[src/rtl/pong_game_if.sv]
// pong_game_if: event/control bundle between the pong ball/paddle datapath and the game controller.
interface pong_game_if #(parameter int SCORE_W = 4);
    logic               frame_tick, start, pause, miss_left, miss_right;
    logic               ball_run, ball_recenter, serve_dir, title_on, game_over, winner;
    logic [SCORE_W-1:0] score1, score2;
    modport master (
        output frame_tick, start, pause, miss_left, miss_right,
        input  ball_run, ball_recenter, serve_dir, score1, score2, title_on, game_over, winner
    );
    modport slave (
        input  frame_tick, start, pause, miss_left, miss_right,
        output ball_run, ball_recenter, serve_dir, score1, score2, title_on, game_over, winner
    );
endinterface

[src/rtl/pong_game_ctrl.sv]
// pong_game_ctrl: pong game-flow sequencer (title, serve, play, point pause, game over) owning all scoring.
// Define PAUSE_EN to add a PAUSED state toggled by pause-button rising edges while in PLAY.
module pong_game_ctrl #(
    parameter int WIN_SCORE    = 9,
    parameter int SERVE_FRAMES = 60,
    parameter int POINT_FRAMES = 90,
    parameter int SCORE_W      = 4,
    parameter int CNT_W        = 8
) (
    input logic        clk,
    input logic        reset,
    pong_game_if.slave bus
);
    typedef enum logic [2:0] {
        IDLE, SERVE, PLAY, POINT, OVER
`ifdef PAUSE_EN
        , PAUSED
`endif
    } state_t;
    state_t             state, state_d;
    logic [CNT_W-1:0]   cnt, cnt_d;
    logic [SCORE_W-1:0] score1, score2, score1_d, score2_d;
    logic               serve_dir, serve_dir_d, winner, winner_d, start_q;
    logic               ball_run, ball_recenter, title_on, game_over;
    logic               run_d, recenter_d, title_d, over_d;
    logic               start_edge, serve_done, point_done, pause_edge;
    assign start_edge = bus.start & ~start_q;
    assign serve_done = bus.frame_tick && cnt == CNT_W'(SERVE_FRAMES - 1);
    assign point_done = bus.frame_tick && cnt == CNT_W'(POINT_FRAMES - 1);
`ifdef PAUSE_EN
    logic pause_q;
    assign pause_edge = bus.pause & ~pause_q;
    // Reset high like start_q so a button held through reset is not seen as a press.
    always_ff @(posedge clk or posedge reset)
        if (reset) pause_q <= 1'b1;
        else pause_q <= bus.pause;
`else
    assign pause_edge = 1'b0;
`endif
    always_ff @(posedge clk or posedge reset)
        if (reset) begin
            state         <= IDLE;
            cnt           <= '0;
            score1        <= '0;
            score2        <= '0;
            serve_dir     <= 1'b1;
            winner        <= 1'b0;
            start_q       <= 1'b1;
            ball_run      <= 1'b0;
            ball_recenter <= 1'b1;
            title_on      <= 1'b1;
            game_over     <= 1'b0;
        end else begin
            state         <= state_d;
            cnt           <= cnt_d;
            score1        <= score1_d;
            score2        <= score2_d;
            serve_dir     <= serve_dir_d;
            winner        <= winner_d;
            start_q       <= bus.start;
            ball_run      <= run_d;
            ball_recenter <= recenter_d;
            title_on      <= title_d;
            game_over     <= over_d;
        end
    always_comb begin
        state_d     = state;
        score1_d    = score1;
        score2_d    = score2;
        serve_dir_d = serve_dir;
        winner_d    = winner;
        case (state)
            IDLE, OVER: if (start_edge) begin
                score1_d    = '0;
                score2_d    = '0;
                serve_dir_d = (state == IDLE) ? 1'b1 : ~winner;
                state_d     = SERVE;
            end
            SERVE: state_d = serve_done ? PLAY : SERVE;
            POINT: state_d = point_done ? SERVE : POINT;
            // Simultaneous misses are a wash: no score, serve direction kept.
            PLAY: if (bus.miss_left && bus.miss_right) state_d = POINT;
            else if (bus.miss_left) begin
                score2_d    = score2 + SCORE_W'(1);
                serve_dir_d = 1'b0;
                winner_d    = (score2_d == SCORE_W'(WIN_SCORE)) ? 1'b1 : winner;
                state_d     = (score2_d == SCORE_W'(WIN_SCORE)) ? OVER : POINT;
            end else if (bus.miss_right) begin
                score1_d    = score1 + SCORE_W'(1);
                serve_dir_d = 1'b1;
                winner_d    = (score1_d == SCORE_W'(WIN_SCORE)) ? 1'b0 : winner;
                state_d     = (score1_d == SCORE_W'(WIN_SCORE)) ? OVER : POINT;
            end
`ifdef PAUSE_EN
            else if (pause_edge) state_d = PAUSED;
            PAUSED: state_d = pause_edge ? PLAY : PAUSED;
`endif
            default: state_d = IDLE;
        endcase
    end
    always_comb begin
        cnt_d      = (state_d != state || !(state inside {SERVE, POINT})) ? '0 : cnt + CNT_W'(bus.frame_tick);
        run_d      = state_d == PLAY;
        recenter_d = state_d inside {IDLE, SERVE, OVER};
        title_d    = state_d == IDLE;
        over_d     = state_d == OVER;
    end
    assign bus.ball_run      = ball_run;
    assign bus.ball_recenter = ball_recenter;
    assign bus.serve_dir     = serve_dir;
    assign bus.score1        = score1;
    assign bus.score2        = score2;
    assign bus.title_on      = title_on;
    assign bus.game_over     = game_over;
    assign bus.winner        = winner;
endmodule
[src/flat_wrapper.sv]
// flat-port wrapper written by rule: the top's interface ports become plain ports
module pong_game_ctrl_flat 
#(
    parameter int WIN_SCORE    = 9,
    parameter int SERVE_FRAMES = 60,
    parameter int POINT_FRAMES = 90,
    parameter int SCORE_W      = 4,
    parameter int CNT_W        = 8
)
  (clk, reset, bus_frame_tick, bus_start, bus_pause, bus_miss_left, bus_miss_right, bus_ball_run, bus_ball_recenter, bus_serve_dir, bus_score1, bus_score2, bus_title_on, bus_game_over, bus_winner);
  pong_game_if #(.SCORE_W(SCORE_W)) bus_i ();
  input logic clk;
  input logic reset;
  input wire logic [$bits(bus_i.frame_tick)-1:0] bus_frame_tick;
  input wire logic [$bits(bus_i.start)-1:0] bus_start;
  input wire logic [$bits(bus_i.pause)-1:0] bus_pause;
  input wire logic [$bits(bus_i.miss_left)-1:0] bus_miss_left;
  input wire logic [$bits(bus_i.miss_right)-1:0] bus_miss_right;
  output wire logic [$bits(bus_i.ball_run)-1:0] bus_ball_run;
  output wire logic [$bits(bus_i.ball_recenter)-1:0] bus_ball_recenter;
  output wire logic [$bits(bus_i.serve_dir)-1:0] bus_serve_dir;
  output wire logic [$bits(bus_i.score1)-1:0] bus_score1;
  output wire logic [$bits(bus_i.score2)-1:0] bus_score2;
  output wire logic [$bits(bus_i.title_on)-1:0] bus_title_on;
  output wire logic [$bits(bus_i.game_over)-1:0] bus_game_over;
  output wire logic [$bits(bus_i.winner)-1:0] bus_winner;
  assign bus_i.frame_tick = bus_frame_tick;
  assign bus_i.start = bus_start;
  assign bus_i.pause = bus_pause;
  assign bus_i.miss_left = bus_miss_left;
  assign bus_i.miss_right = bus_miss_right;
  assign bus_ball_run = bus_i.ball_run;
  assign bus_ball_recenter = bus_i.ball_recenter;
  assign bus_serve_dir = bus_i.serve_dir;
  assign bus_score1 = bus_i.score1;
  assign bus_score2 = bus_i.score2;
  assign bus_title_on = bus_i.title_on;
  assign bus_game_over = bus_i.game_over;
  assign bus_winner = bus_i.winner;
  pong_game_ctrl #(.WIN_SCORE(WIN_SCORE), .SERVE_FRAMES(SERVE_FRAMES), .POINT_FRAMES(POINT_FRAMES), .SCORE_W(SCORE_W), .CNT_W(CNT_W)) u_core (.clk(clk), .reset(reset), .bus(bus_i));
endmodule
[config.mk]
export PLATFORM = sky130hd
export DESIGN_NAME = pong_game_ctrl_flat
export DESIGN_NICKNAME = d
export VERILOG_FILES = /design/src/rtl/pong_game_if.sv /design/src/rtl/pong_game_ctrl.sv /design/src/flat_wrapper.sv
export SDC_FILE = /design/constraint.sdc
export NUM_CORES = 1
export LEC_CHECK = 0
export ABC_AREA = 1
export BUFFER_PORTS_ARGS = -buffer_cell sky130_fd_sc_hd__buf_4
export CORE_MARGIN = 2
export CORE_UTILIZATION = 50
export DETAILED_ROUTE_END_ITERATION = 6
export GPL_TIMING_DRIVEN = 0
export PLACE_DENSITY = 0.69
export SETUP_SLACK_MARGIN = 0.02
export SLEW_MARGIN = 10
export SYNTH_ARGS = -nofsm -noshare
export SYNTH_HDL_FRONTEND = slang
export SYNTH_SLANG_ARGS = --single-unit
[constraint.sdc]
create_clock -name clk -period 1.65 [get_ports clk]
set_input_delay 0 -clock clk [delete_from_list [all_inputs] [get_ports clk]]
set_output_delay 0 -clock clk [all_outputs]
set_load 0.02 [all_outputs]
==> results.md <==
* Int Pwr at 0.00129 W
* Number of placed cells counting well taps at 231
* CTS Buf Count at 3
* TritonCTS clock tree: yes
* Most used routing layer: met2
* Syn Nets at 194
* Post-detail-place hpwl at 2.09 mm
* Switching share of total power at 0.379
* DRC errors left at 0
* Total power draw at 0.00208 W
* Core box area at 0.00273 sq mm
* Clk_lat worst skew at 0.33 ns
* Required @ worst endpoint at 1.89 ns
* Area grow syn2layout at 22.5%
* Async SR Flop Fraction at 1.00
* Final Hold Viols at 0
* Hold WC Path Type: in -> reg
* Final Skew at 0.0133 ns
* Worst hold path stage count at 4
* Sequential fraction of the synthesis area at 0.459
* Mapped Area at 0.00143 sq mm
* Pre-CTS setup slack at -0.0124 ns
* Count leader, synth: nand2_1
* Ratio of cells with drive above 1 in the final layout at 0.289
* Worst-case clock buffer depth at 2
* Leak at 0.864 nW
* Fin nets at 225
* Worst setup margin at 0.0553 ns
* First-pass GRT wire length at 4.67 mm
* GP Congestion at 0.859
* TritonCTS Sinks at 26
* Combinational group share of total power at 0.382
* Synth unique cells at 22
* #FFs+latches synth at 26
* Die X at 57.4 um
* Num rows at 19
* Top post-synthesis cells by count: nand2_1, inv_1, nor2_1
* Worst Setup EP: u_core.cnt[6]$_DFF_PP0_
* Max_cap viols at 0
* Cell count after synthesis at 181
* # port buffers at 19
* Final period util at 0.966
* Root buffer cell: clkbuf_4
* Tot GR Track Use at 0.179
* Fin cells at 242
* Vias in the first global route at 1083
* Synth top area share at 0.386
* Drt initial violations at 33
* Slew Limit Fails at 0
* Reg2reg end: u_core.cnt[6]$_DFF_PP0_
* RSZ-0062 raised after global routing: true
* Post-synth top area cell: dfrtp_1
* Kind of critical path: reg -> reg
* Die Area at 0.00330 sq mm
* Crit start category: flip-flop
* Reg2reg setup slack at 0.06 ns
* Reg power frac at 0.407
* Filler Cell Count at 254
* Setup violators final at 0
* Final min period at 1.59 ns
* YS warnings at 0
* Critical path arrival at 1.83 ns
* P per Cell Area at 1190 mW/mm^2
* DR vias at 1207
* Register-to-Register Path Depth at 12
* Initial Utilization at 0.522
* VDD IR max at 1.00 mV
* Slew @ Worst Pin at 0.956 ns
* Clock share of power at 0.211
* Synth Flop Type: dfrtp_1
* H-tree levels at 1
* Met1 usage in global routing at 0.243
* Crit-path max FO at 8
* CP startpoint: u_core.bus.score2[1]$_DFFE_PP0P_
* Clk slew on worst S/H paths at 0.15 ns
* # IOs at 21
* Post-DRT Antenna Nets at 0
* WL/cell at 11.6 um
* Fmax at 627 MHz
* Number of synthesized flops with an enable pin at 0
* Die height at 57.4 um
* Diodes inserted at 0
* Met2 Track Usage GR at 0.294
* Mapped Avg Cell Area at 7.89 sq um
* Largest net degree at the start of global routing at 27
* Via density at 4.99
* WL final at 2.81 mm
* Drt pass-1 iters at 4
* Nature of the critical path endpoint: flip-flop
* Met3 Use GR at 0.0295
* Status: finished clean
* Global route total overflow at 0
* Rel. slew slack at 0.362
* Sw power at 0.000788 W
* Utilization after layout at 0.640
* Ranking of synthesized cells by area: dfrtp_1, nand2_1, inv_1, dfstp_2, nor2_1
* Critical R2R Launch: u_core.bus.score2[1]$_DFFE_PP0P_
* Antenna violations before repair at 0
[cell families after synthesis]
| kind of cell | share of synthesized area |
|---|---|
| adder cells (fa/ha/maj) | 0.0526 |
| XOR/XNOR | 0.0307 |
| AO/OA/AOI/OAI | 0.0649 |
| buffers and inverters | 0.0841 |
| flip-flops | 0.459 |
| AND/OR/NAND/NOR | 0.308 |
[per-stage QoR]
stage / hold slack (ns) / area, sq um / setup TNS [ns]
floorplan: 0.00448 / 1430 / 0
global placement: 0.118 / 1610 / 0
detailed placement: 0.119 / 1610 / -0.0252
CTS: 0.0353 / 1690 / 0
global route: 0.0316 / 1750 / -0.404
finish: 0.0286 / 1750 / 0
[critical path, stage by stage (launching register included)]
cell     delay, ns
dfrtp_1       0.44
ha_2          0.20
inv_1         0.05
nand2_2       0.05
nand2_2       0.07
nor2_2        0.13
nand2_2       0.08
nand2_2       0.11
nand2_2       0.07
inv_2         0.06
nand3_2       0.07
nand3_4       0.13
nor2_1        0.06
[state kept, by name, indices dropped and copies added, names as in the netlist]
register and flops:
u_core.bus.ball_recenter 1, u_core.cnt 8, u_core.bus.ball_run 1, u_core.bus.game_over 1
u_core.start_q 1, u_core.bus.score1 4, u_core.bus.serve_dir 1, u_core.bus.title_on 1
u_core.state 3, u_core.bus.winner 1, u_core.bus.score2 4
[cell usage in the layout, fill, tap and decap left out]
| cell | instances |
|---|---|
| o21ai_0 | 8 |
| nor2_1 | 26 |
| nor3_1 | 1 |
| a21oi_2 | 2 |
| nor2_2 | 4 |
| buf_4 | 24 |
| nand4_1 | 3 |
| nand3_4 | 1 |
| xnor2_1 | 1 |
| nand3_1 | 11 |
| ha_1 | 4 |
| nand2_2 | 7 |
| clkbuf_4 | 3 |
| dfstp_2 | 4 |
| nand2_1 | 36 |
| a21oi_1 | 4 |
| dfrtp_2 | 1 |
| nor2_4 | 2 |
| inv_1 | 27 |
| ha_2 | 2 |
| inv_2 | 5 |
| nand3_2 | 4 |
| dlygate4sd3_1 | 2 |
| xor2_1 | 4 |
| a21o_2 | 1 |
| dfrtp_1 | 21 |
| o21ai_1 | 2 |
| bufinv_16 | 1 |
[how the worst min path moves through the flow]
stage / slack [ns] / start / endpoint
4_1_cts: 0.04 / bus_miss_left / u_core.bus.winner$_DFFE_PP0P_
3_3_place_gp: 0.12 / bus_start / u_core.start_q$_DFF_PP1_
6_report: 0.03 / bus_frame_tick / u_core.cnt[0]$_DFF_PP0_
2_1_floorplan: 0.004 / bus_start / u_core.start_q$_DFF_PP1_
5_1_grt: 0.03 / bus_frame_tick / u_core.cnt[0]$_DFF_PP0_
3_5_place_dp: 0.12 / bus_start / u_core.start_q$_DFF_PP1_
[area by class of cell]
cell class	count	area, sq um	area share
Tap cell	31	38.8	0.0222
Inverter	32	120	0.0687
Clock buffer	3	22.5	0.0129
Clock inverter	1	30.0	0.0172
Timing Repair Buffer	26	200	0.114
Multi-Input combinational cell	123	681	0.389
Sequential cell	26	657	0.376
[per-layer routing]
layer	vias to the layer above	part of all wire
met4	0	0.012
met2	17	0.48
li1	622	-
met5	-	0
met1	564	0.47
met3	4	0.031
[what timing repair did]
action | 4_1_cts | 5_1_grt
setup buffers | 1 | 4
cloned | 0 | 0
gates resized for setup | 1 | 13
hold buffers | 2 | 0
setup endpoints to repair | 8 | 16
endpoints found under the hold margin | 23 | 0
pin swaps | 0 | 6
[power groups by stage]
stage / combinational, W / clock [W] / sequential (W)
after floorplan: 0.000463 / 0 / 0.000920
after global placement: 0.000716 / 0 / 0.000861
after detailed placement: 0.000742 / 0 / 0.000867
after CTS: 0.000770 / 0.000447 / 0.000847
after global routing: 0.000889 / 0.000472 / 0.000866
final: 0.000795 / 0.000439 / 0.000848
(Power assumes the default switching activity.)
